[src/rtl/junction_if.sv]
// Signal bundle between the junction arbiter and the track-side equipment:
// train sensors and operator acknowledge in, point/aspect drives and status out.
interface junction_if;
   logic       sensor1;
   logic       sensor2;
   logic       exit_sensor;
   logic       fault_clr;
   logic       switch1;
   logic       switch2;
   logic       signal1;
   logic       signal2;
   logic       busy;
   logic       fault;
   logic [1:0] state_dbg;

   // Level-sensitive, no handshake: sensors are sampled every rising clk edge and
   // every output holds its registered value for the whole following cycle.
   modport master (
      output sensor1, sensor2, exit_sensor, fault_clr,
      input  switch1, switch2, signal1, signal2, busy, fault, state_dbg
   );

   modport slave (
      input  sensor1, sensor2, exit_sensor, fault_clr,
      output switch1, switch2, signal1, signal2, busy, fault, state_dbg
   );
endinterface

[src/rtl/junction_arbiter.sv]
// Two-track railway junction arbiter: round-robin allocation, point settling
// delay before the proceed aspect, and an occupancy timeout that latches a fault.
module junction_arbiter #(
   parameter int unsigned SETTLE  = 8,
   parameter int unsigned TIMEOUT = 1024
) (
   input logic       clk,
   input logic       rest,
   junction_if.slave jif
);

   typedef enum logic [1:0] {
      S_IDLE   = 2'd0,
      S_SETTLE = 2'd1,
      S_GRANT  = 2'd2,
      S_FAULT  = 2'd3
   } state_t;

   localparam logic [15:0] SETTLE_LAST  = 16'(SETTLE - 1);
   localparam logic [15:0] TIMEOUT_LAST = 16'(TIMEOUT - 1);

   // owner / last_served: 0 = track 1, 1 = track 2
   state_t      state_q, state_d;
   logic        owner_q, owner_d;
   logic        last_q, last_d;
   logic [15:0] cnt_q, cnt_d;
   logic        switch1_q, switch1_d, switch2_q, switch2_d;
   logic        signal1_q, signal1_d, signal2_q, signal2_d;
   logic        busy_q, busy_d, fault_q, fault_d;
   logic        owner_req;

   always_comb begin
      state_d   = state_q;
      owner_d   = owner_q;
      last_d    = last_q;
      cnt_d     = cnt_q;
      owner_req = owner_q ? jif.sensor2 : jif.sensor1;

      case (state_q)
         S_IDLE: begin
            cnt_d = '0;
            if (jif.sensor1 && jif.sensor2) begin
               owner_d = ~last_q;
               state_d = S_SETTLE;
            end else if (jif.sensor1) begin
               owner_d = 1'b0;
               state_d = S_SETTLE;
            end else if (jif.sensor2) begin
               owner_d = 1'b1;
               state_d = S_SETTLE;
            end
         end
         S_SETTLE: begin
            // A withdrawn request abandons the allocation before the aspect clears.
            if (!owner_req) begin
               state_d = S_IDLE;
               cnt_d   = '0;
            end else if (cnt_q == SETTLE_LAST) begin
               state_d = S_GRANT;
               cnt_d   = '0;
            end else begin
               cnt_d = cnt_q + 16'd1;
            end
         end
         S_GRANT: begin
            if (jif.exit_sensor) begin
               state_d = S_IDLE;
               last_d  = owner_q;
               cnt_d   = '0;
            end else if (cnt_q == TIMEOUT_LAST) begin
               state_d = S_FAULT;
               cnt_d   = '0;
            end else begin
               cnt_d = cnt_q + 16'd1;
            end
         end
         S_FAULT: begin
            cnt_d = '0;
            if (jif.fault_clr) state_d = S_IDLE;
         end
         default: begin
            state_d = S_IDLE;
            cnt_d   = '0;
         end
      endcase

      // Outputs are decoded from the next state so they change on the deciding edge.
      switch1_d = ((state_d == S_SETTLE) || (state_d == S_GRANT)) && !owner_d;
      switch2_d = ((state_d == S_SETTLE) || (state_d == S_GRANT)) &&  owner_d;
      signal1_d = (state_d == S_GRANT) && !owner_d;
      signal2_d = (state_d == S_GRANT) &&  owner_d;
      busy_d    = (state_d != S_IDLE);
      fault_d   = (state_d == S_FAULT);
   end

   always_ff @(posedge clk) begin
      if (!rest) begin
         state_q   <= S_IDLE;
         owner_q   <= 1'b0;
         last_q    <= 1'b1;
         cnt_q     <= '0;
         switch1_q <= 1'b0;
         switch2_q <= 1'b0;
         signal1_q <= 1'b0;
         signal2_q <= 1'b0;
         busy_q    <= 1'b0;
         fault_q   <= 1'b0;
      end else begin
         state_q   <= state_d;
         owner_q   <= owner_d;
         last_q    <= last_d;
         cnt_q     <= cnt_d;
         switch1_q <= switch1_d;
         switch2_q <= switch2_d;
         signal1_q <= signal1_d;
         signal2_q <= signal2_d;
         busy_q    <= busy_d;
         fault_q   <= fault_d;
      end
   end

   assign jif.switch1   = switch1_q;
   assign jif.switch2   = switch2_q;
   assign jif.signal1   = signal1_q;
   assign jif.signal2   = signal2_q;
   assign jif.busy      = busy_q;
   assign jif.fault     = fault_q;
   assign jif.state_dbg = state_q;

endmodule

[src/flat_wrapper.sv]
// flat-port wrapper written by rule: the top's interface ports become plain ports
module junction_arbiter_flat 
#(
   parameter int unsigned SETTLE  = 8,
   parameter int unsigned TIMEOUT = 1024
)
  (clk, rest, jif_sensor1, jif_sensor2, jif_exit_sensor, jif_fault_clr, jif_switch1, jif_switch2, jif_signal1, jif_signal2, jif_busy, jif_fault, jif_state_dbg);
  junction_if jif_i ();
  input logic clk;
  input logic rest;
  input wire logic [$bits(jif_i.sensor1)-1:0] jif_sensor1;
  input wire logic [$bits(jif_i.sensor2)-1:0] jif_sensor2;
  input wire logic [$bits(jif_i.exit_sensor)-1:0] jif_exit_sensor;
  input wire logic [$bits(jif_i.fault_clr)-1:0] jif_fault_clr;
  output wire logic [$bits(jif_i.switch1)-1:0] jif_switch1;
  output wire logic [$bits(jif_i.switch2)-1:0] jif_switch2;
  output wire logic [$bits(jif_i.signal1)-1:0] jif_signal1;
  output wire logic [$bits(jif_i.signal2)-1:0] jif_signal2;
  output wire logic [$bits(jif_i.busy)-1:0] jif_busy;
  output wire logic [$bits(jif_i.fault)-1:0] jif_fault;
  output wire logic [$bits(jif_i.state_dbg)-1:0] jif_state_dbg;
  assign jif_i.sensor1 = jif_sensor1;
  assign jif_i.sensor2 = jif_sensor2;
  assign jif_i.exit_sensor = jif_exit_sensor;
  assign jif_i.fault_clr = jif_fault_clr;
  assign jif_switch1 = jif_i.switch1;
  assign jif_switch2 = jif_i.switch2;
  assign jif_signal1 = jif_i.signal1;
  assign jif_signal2 = jif_i.signal2;
  assign jif_busy = jif_i.busy;
  assign jif_fault = jif_i.fault;
  assign jif_state_dbg = jif_i.state_dbg;
  junction_arbiter #(.SETTLE(SETTLE), .TIMEOUT(TIMEOUT)) u_core (.clk(clk), .rest(rest), .jif(jif_i));
endmodule
[config.mk]
export PLATFORM = sky130hd
export DESIGN_NAME = junction_arbiter_flat
export DESIGN_NICKNAME = d
export VERILOG_FILES = /design/src/rtl/junction_if.sv /design/src/rtl/junction_arbiter.sv /design/src/flat_wrapper.sv
export SDC_FILE = /design/constraint.sdc
export NUM_CORES = 1
export LEC_CHECK = 0
export ABC_CLOCK_PERIOD_IN_PS = 1800
export CAP_MARGIN = 20
export CORE_UTILIZATION = 49
export CTS_BUF_LIST = sky130_fd_sc_hd__clkbuf_16
export DETAILED_ROUTE_END_ITERATION = 10
export PLACE_DENSITY = 0.74
export SYNTH_ARGS = -nofsm -noshare
export SYNTH_HDL_FRONTEND = slang
export SYNTH_SLANG_ARGS = --single-unit
[constraint.sdc]
create_clock -name clk -period 1.8 [get_ports clk]
set_input_delay 0.18 -clock clk [delete_from_list [all_inputs] [get_ports clk]]
set_output_delay 0.18 -clock clk [all_outputs]
set_load 0.02 [all_outputs]
# After elaboration in Yosys (flattened, before gate mapping)
# Cells that the tools add are included.
op_classes:
  n_bitwise: 1
  n_mux: 19
  reduce_logical: 11
  n_eq_ne: 8
  add_sub_neg: 1
op_table:
  columns: ["cell", "count"]
  rows:
  - ["$mux W16", 4]
  - ["$pmux W16 S3", 1]
  - ["$add A16 B1 Y16 const B", 1]
  - ["$eq A16 B10 Y1 const B", 1]
  - ["$eq A16 B3 Y1 const B", 1]
  - ["$mux W2", 8]
  - ["$eq A2 B2 Y1 const B", 4]
  - ["$pmux W2 S4", 1]
  - ["$logic_and A1 B1 Y1", 5]
  - ["$mux W1", 5]
  - ["$eq A2 B1 Y1 const B", 2]
  - ["$logic_not A2 Y1", 1]
  - ["$reduce_and A2 Y1", 1]
  - ["$reduce_bool A2 Y1", 1]
  - ["$reduce_or A2 Y1", 1]
  - ["$logic_not A1 Y1", 1]
  - ["$logic_or A1 B1 Y1", 1]
  - ["$not A1 Y1", 1]
word_totals:
  out_inout_bits: 8
  word_cells: 50
  input_bits: 6
  ff_bits: 26

# Depth between registers and ports, before layout
# Gate-level depths: netlist (run 1).
logic_depth:
  depth_word: 7
  depth_mapped: 7

# Worst setup path after synthesis (run 1)
# Ideal clock, no wire load.
synth_timing:
  path_type: "flip-flop to flip-flop"
  start: "register u_core.state_q[0] (netlist: u_core.jif.state_dbg[0])"
  end: "register u_core.switch2_q (netlist: u_core.jif.switch2)"
  path_buffers: 1
  setup_slack_ns: -0.206
  stages_incl_launch_ff: 6
  setup_time_ns: 0.078
  t_arrival_ns: 1.928
  required_time_ns: 1.722
  path_cell_list: "dfxtp_1 clkbuf_1 or3b_2 o31ai_2 ha_1 nor3_1"
synth_between:
  elab_cells_between_ends: 18
synth_lines:
  columns: ["element", "line_no", "source"]
  rows:
  - ["start, declared", "junction_arbiter.sv:23", "state_t state_q, state_d;"]
  - ["start signal, assigned", "junction_arbiter.sv:109", "state_q <= state_d;"]
  - ["$eq A2 B2 Y1, or another cell as far along", "junction_arbiter.sv:39", "case (state_q)"]
  - ["$pmux W2 S4 (*)", "junction_arbiter.sv:39", null]
  - ["named net u_core.state_d[1]", "junction_arbiter.sv:23", null]
  - ["$eq A2 B1 Y1 or $eq A2 B2 Y1 (tied branches)", "junction_arbiter.sv:89", "switch2_d = ((state_d == S_SETTLE) || (state_d == S_GRANT)) && owner_d;"]
  - ["$logic_or A1 B1 Y1 (*)", "junction_arbiter.sv:89", null]
  - ["$logic_and A1 B1 Y1 (*)", "junction_arbiter.sv:89", null]
  - ["end signal, assigned", "junction_arbiter.sv:114", "switch2_q <= switch2_d;"]
  - ["end, declared", "junction_arbiter.sv:27", "logic switch1_q, switch1_d, switch2_q, switch2_d;"]
# The timed path passes the listed nets; every way through them passes the cells marked *.
# A chain may end at the register's enable or synchronous reset.

# Final worst setup path (run 1)
layout_timing:
  start: "register u_core.cnt_q[9]"
  end: "register u_core.switch2_q (netlist: u_core.jif.switch2)"
layout_between:
  elab_chain_len: 7
  elab_cells_between_ends: 11
layout_rtl:
  columns: ["element", "line_no", "source"]
  rows:
  - ["start, declared", "junction_arbiter.sv:26", "logic [15:0] cnt_q, cnt_d;"]
  - ["start signal, assigned", "junction_arbiter.sv:112", "cnt_q <= cnt_d;"]
  - ["$eq A16 B10 Y1 or $eq A16 B3 Y1 (tied branches)", "junction_arbiter.sv:70, junction_arbiter.sv:58", null]
  - ["$mux W2, on equally long branches", "junction_arbiter.sv:70, junction_arbiter.sv:58", null]
  - ["$mux W2, on equally long branches", "junction_arbiter.sv:66, junction_arbiter.sv:55", null]
  - ["$pmux W2 S4 (*)", "junction_arbiter.sv:39", null]
  - ["named net u_core.state_d[1]", "junction_arbiter.sv:23", null]
  - ["$eq A2 B1 Y1 or $eq A2 B2 Y1 (tied branches)", "junction_arbiter.sv:89", null]
  - ["$logic_or A1 B1 Y1 (*)", "junction_arbiter.sv:89", null]
  - ["$logic_and A1 B1 Y1 (*)", "junction_arbiter.sv:89", null]
# Marks and branches as above.

==> results.cfg, run 1 <==
[outcome]
status = finished with violations
failed_checks = setup timing

[timing]
slew_headroom_pct = 72.0
finalSetupViolCount = 20
tightest_slew_ps = 419
finalCritPeriodShare_pct = 105
hold_viol = 0
fin_ws_ps = -94.8
finalClockSkew_ps = 6.17
max_freq_mhz = 528
rsz0062_at_grt = yes
drv_slew = 0
fin_crit_ps = 1890

[pwr]
p_per_area_mw_per_mm2 = 743
power.total_w = 0.00138
irDropWorstVdd_mv = 0.602
p_leak_nw = 0.716

[yosys]
ys.flop_type = dfxtp_1
avgSynthCellArea_um2 = 9.41
synthArstFlopShare_pct = 0
yosys-top-cells-count = 26 x dfxtp_1, 13 x a21oi_1, 9 x nand2_1
yosys.area.top_type = dfxtp_1
synthAdderAreaFrac_pct = 4.06
synth_mux_area_share_pct = 2.44
netlist_instances = 131
synth.most_common_cell = dfxtp_1
synth_area_leaders = dfxtp_1 42%, a21oi_1 5.3%, xnor2_1 5.0%
syn_nets = 141
synth_top_family_by_area = simple AND/OR/NAND/NOR gates
synth_xor_area_share_pct = 8.53
synthSimpleGateAreaFrac_pct = 23.7
synth_compound_area_share_pct = 15.6
synth_edf_count = 0
ys_warn_count = 0
yosysSeqAreaShare_pct = 42.2
ys_ff_latch = 26
synthesis.area_mm2 = 0.00123
yosys.cell_types.count = 37
netlist.area_leader.share_pct = 42.2

[setup_path]
startpoint_type = flip-flop
arrival_ps = 2090
crit_type = reg2reg
cp.required_ps = 1990
cp-end-kind = flip-flop
worstPathMaxFanout = 3

[layout]
seq_area_um2 = 532
final_cells = 203
design_area_mm2 = 0.00186
nets = 186
nFillCells = 130
diodes = 0
drive_gt1_share_pct = 38.3
syn2layout_area_growth_pct = 50.7
multi_input_area_um2 = 787

[floorplanning]
die_y_um = 52.2
die_w_um = 52.2
core-area_mm2 = 0.00230
start_util_pct = 53.6
num_rows = 17
die-area_mm2 = 0.00272
io_pins = 14

[detailed_routing]
first_pass_iters = 4
dr.first_iter.drc_count = 15
num_vias = 1126
viasPerCell = 5.55
wl_per_cell_um = 15.0
drc = 0
routed_wl_um = 3050
postRouteAntennaNets = 0

[placed_design]
dpl.hpwl_um = 2050
dp.cells = 198
gp_routability_congestion = 0.768
port-buffer-count = 13
placed_area_mm2 = 0.00166

[cts]
cts_root_buf = clkbuf_16
cts_hold_buf = 0
cts_tree = yes
clk_path_buf_depth = 2
clock-sinks = 26
clk_pin_slew_ps = 70
cts_max_level = 1
clock_latency_ps = 260
numCtsBuffers = 3

[grt]
grt_pass1_wl_um = 4880
grt_usage_pct = 24.7
grt_remaining_overflow = 0
grt_max_degree = 18
antenna_found_initial = 0
first_global_vias = 1117

[job]
cap_violations = 0

[worst_hold_path]
min_path_type = reg2reg
[final timing paths]
check	startpoint	slack [ps]	end	cells past startpoint
setup / recovery	u_core.cnt_q[9]	-90	u_core.jif.switch2	5
hold reg to reg	u_core.last_q	490	u_core.last_q	2
hold / removal	u_core.last_q	490	u_core.last_q	2
setup reg to reg	u_core.cnt_q[9]	-90	u_core.jif.switch2	5
[worst max-delay path: stages, from the launching register on]
cell and delay (ps):
dfxtp_2 340, or3_4 390, or3b_4 410, o31ai_4 260, ha_4 260, nor3_2 170
[sequential cells by signal, indices dropped and copies added, names as in the netlist]
register              count
u_core.cnt_q             16
u_core.jif.state_dbg      2
u_core.jif.signal1        1
u_core.jif.signal2        1
u_core.jif.fault          1
u_core.owner_q            1
u_core.jif.switch1        1
u_core.jif.switch2        1
u_core.jif.busy           1
u_core.last_q             1
[logic make-up (layout without fill, tap and decap cells)]
group | after synthesis | count (layout)
simple gates | 50 | 50
compound gates | 28 | 28
flops | 26 | 26
xor+xnor | 12 | 12
buf+inv | 8 | 52
fa+ha+maj | 4 | 4
mux | 3 | 3
[stage by stage]
stage          setup TNS (ps)  utilization, %  setup WS (ps)  hold slack (ps)
3_3_place_gp            -1170            72.1           -260              468
2_1_floorplan           -35.5               -          -35.5              406
3_5_place_dp            -1630            72.1           -317              488
5_1_grt                 -1300            80.8           -121              507
6_report                 -596            80.8          -94.8              495
4_1_cts                  -281            78.1          -74.1              498
[layer usage]
layer  part of all wire [%]  track usage [%]
met3                    3.3             4.97
met2                     50             43.6
met1                     44             27.6
met4                    2.3             12.7
met5                      0                0
[final cells by class]
| type | instances | share of cell area [%] |
|---|---|---|
| Clock buffer | 3 | 4.04 |
| Clock inverter | 1 | 1.62 |
| Inverter | 3 | 0.606 |
| Multi-Input combinational cell | 97 | 42.4 |
| Sequential cell | 26 | 28.6 |
| Tap cell | 28 | 1.89 |
| Timing Repair Buffer | 45 | 20.8 |
[report_power, final]
part           switching, W  internal (W)  total [W]
registers         0.0000107      0.000588   0.000599
clock network      0.000206      0.000443   0.000649
logic             0.0000631     0.0000690   0.000132
[layout by cell type, fill, tap and decap left out, types with 2 or more instances in the layout]
master           synthesis  layout
and2_1                   3       3
dfxtp_1                 26      17
o21ai_0                  3       3
a21oi_1                 13      13
o21a_1                   2       2
nor2_1                   6       5
a22oi_1                  3       3
buf_4                    1      30
clkbuf_16                0       3
xnor2_1                  7       7
or3_4                    0       2
inv_1                    3       2
nand3_1                  5       5
dfxtp_2                  0       9
mux2i_1                  3       3
ha_4                     0       3
a21boi_0                 2       2
nand4_1                  3       3
or3_1                    4       2
and3_1                   4       4
nand2_1                  9       8
nor4_1                   4       2
xor2_1                   5       5
clkdlybuf4s50_1          0      13
or3b_4                   0       2
[repair_timing]
action / in CTS / in global routing
pin swaps: 1 / 5
cloned: 0 / 0
buffers inserted: 0 / 1
endpoints found under the setup margin: 21 / 23
resized for setup: 9 / 13
Note: power is estimated with default switching activity, not from simulation.
==> run 2, diff against run 1 <==
Settings changed: CORE_MARGIN set to 3.
==> results.cfg, run 2 (same netlist as run 1, synthesis figures left out) <==
[grt]
grt_usage_pct = 23.1
grt_remaining_overflow = 0
antenna_found_initial = 0
grt_max_degree = 18
first_global_vias = 1323
grt_pass1_wl_um = 5870

[worst_hold_path]
hold_depth = 2
holdPathEnd = u_core.last_q
min_path_type = reg2reg
hp-start = u_core.last_q

[setup_path]
crit_buf_inv = 2
critPathMaxStageDelay_ps = 430
cp-end-kind = flip-flop
worstRegToRegCells = 7
startpoint_type = flip-flop
reg2reg_slack_ps = -50
critical-path-top-delay-family = simple AND/OR/NAND/NOR gates
crit_start = u_core.cnt_q[5]
slowest_stage = or3b_4
cp.required_ps = 2000
r2r_end = u_core.jif.busy
reg2reg_from = u_core.cnt_q[5]
worstPathMaxFanout = 3
arrival_ps = 2050
crit_type = reg2reg
crit_chain = or3_4 > or3b_4 > o31ai_4 > buf_6 > inv_2 > ha_4 > nor2_4

[cts]
clock-sinks = 26
cts_max_level = 1
clock_latency_ps = 260
clk_pin_slew_ps = 70
clk_path_buf_depth = 2
cts_tree = yes
numCtsBuffers = 3
cts_root_buf = clkbuf_16

[layout]
nFillCells = 125
drive_gt1_share_pct = 41.9
seq_area_um2 = 533
diodes = 0
nets = 190
largest_register_ff_count = 16
regMostFlops = u_core.cnt_q
multi_input_area_um2 = 823
syn2layout_area_growth_pct = 56.1
mostFrequentLayoutCell = buf_4
mostFrequentLayoutCells = 34 x buf_4, 16 x dfxtp_1, 13 x a21oi_1, 13 x clkdlybuf4s50_1, 10 x dfxtp_2

[floorplanning]
num_rows = 17
die_w_um = 56.2
die_y_um = 56.2
core-area_mm2 = 0.00230
start_util_pct = 53.6
io_pins = 14
die-area_mm2 = 0.00315

[outcome]
status = finished with violations
failed_checks = setup timing

[timing]
fin_ws_ps = -50.7
rsz0062_at_grt = yes
finalSetupViolCount = 21
drv_slew = 0
hold_viol = 0
max_freq_mhz = 540
finalSetupTns_ps = -375
fin_crit_ps = 1850
finalClockSkew_ps = 3.31
slew_headroom_pct = 73.5
finalCritPeriodShare_pct = 103
holdWs_ps = 510
tightest_slew_ps = 396

[placed_design]
dpl.hpwl_um = 2130
pre_cts_ws_ps = -323
port-buffer-count = 13
gp_routability_congestion = 0.837

[detailed_routing]
first_pass_iters = 6
viasPerCell = 5.67
drc = 0
routed_wl_um = 3520
dr.first_iter.drc_count = 51
postRouteAntennaNets = 0
num_vias = 1173
wl_per_cell_um = 17.0

[pwr]
power.total_w = 0.00140
irDropWorstVdd_mv = 0.455
p_per_area_mw_per_mm2 = 725
p_leak_nw = 0.748

[job]
cap_violations = 0
## run 2: timing repair
action                     4_1_cts  5_1_grt
hold buffers                     0        0
setup endpoints to repair       21       23
gates resized for setup         11       22
pin swaps                        5        4
buffers inserted                 2        0
## run 2: area by class of cell
class                   count  area share, %
multi-input cells          97           42.8
flip-flops and latches     26           27.7
repair buffers             49           21.7
clock buffers               3           3.90
well taps                  28           1.82
clock inverters             1           1.56
inverters                   3          0.585
## run 2: power breakdown
part	switching, W	total (W)	internal, W	leakage (nW)
clock network	0.000200	0.000642	0.000442	0.0511
registers	0.00000734	0.000596	0.000588	0.215
logic	0.0000759	0.000158	0.0000817	0.481
total	0.000283	0.00140	0.00111	0.748
## run 2: per-stage QoR
step / instances / area (um^2) / utilization (%)
finish: 207 / 1920 / 83.8
global route: 207 / 1920 / 83.8
CTS: 207 / 1830 / 79.8
detailed placement: 201 / 1680 / 73.0
global placement: 201 / 1680 / 73.0
floorplan: 131 / 1290 / -
## run 2: worst max path at each step
stage / end / slack, ps / cells past startpoint
after floorplan: u_core.jif.switch2 / -40 / 5
after global placement: u_core.jif.switch2 / -250 / 6
after detailed placement: u_core.jif.switch2 / -320 / 6
after CTS: u_core.jif.switch1 / -30 / 5
after global routing: u_core.jif.busy / -130 / 7
final: u_core.jif.busy / -50 / 7
## run 2: metal layers
metal | vias up | GRT usage, % | wire length [um] | share of wire, %
li1 | 564 | - | - | -
met1 | 564 | 26.2 | 1410 | 40
met2 | 37 | 40.9 | 1870 | 53
met3 | 8 | 4.18 | 164 | 4.7
met4 | 0 | 11.9 | 82 | 2.3
met5 | - | 0 | 0 | 0
## run 2: worst min-delay path, cell delays in order (launching register included)
cell and delay (ps):
dfxtp_1 340, mux2i_1 80, nand2_1 60
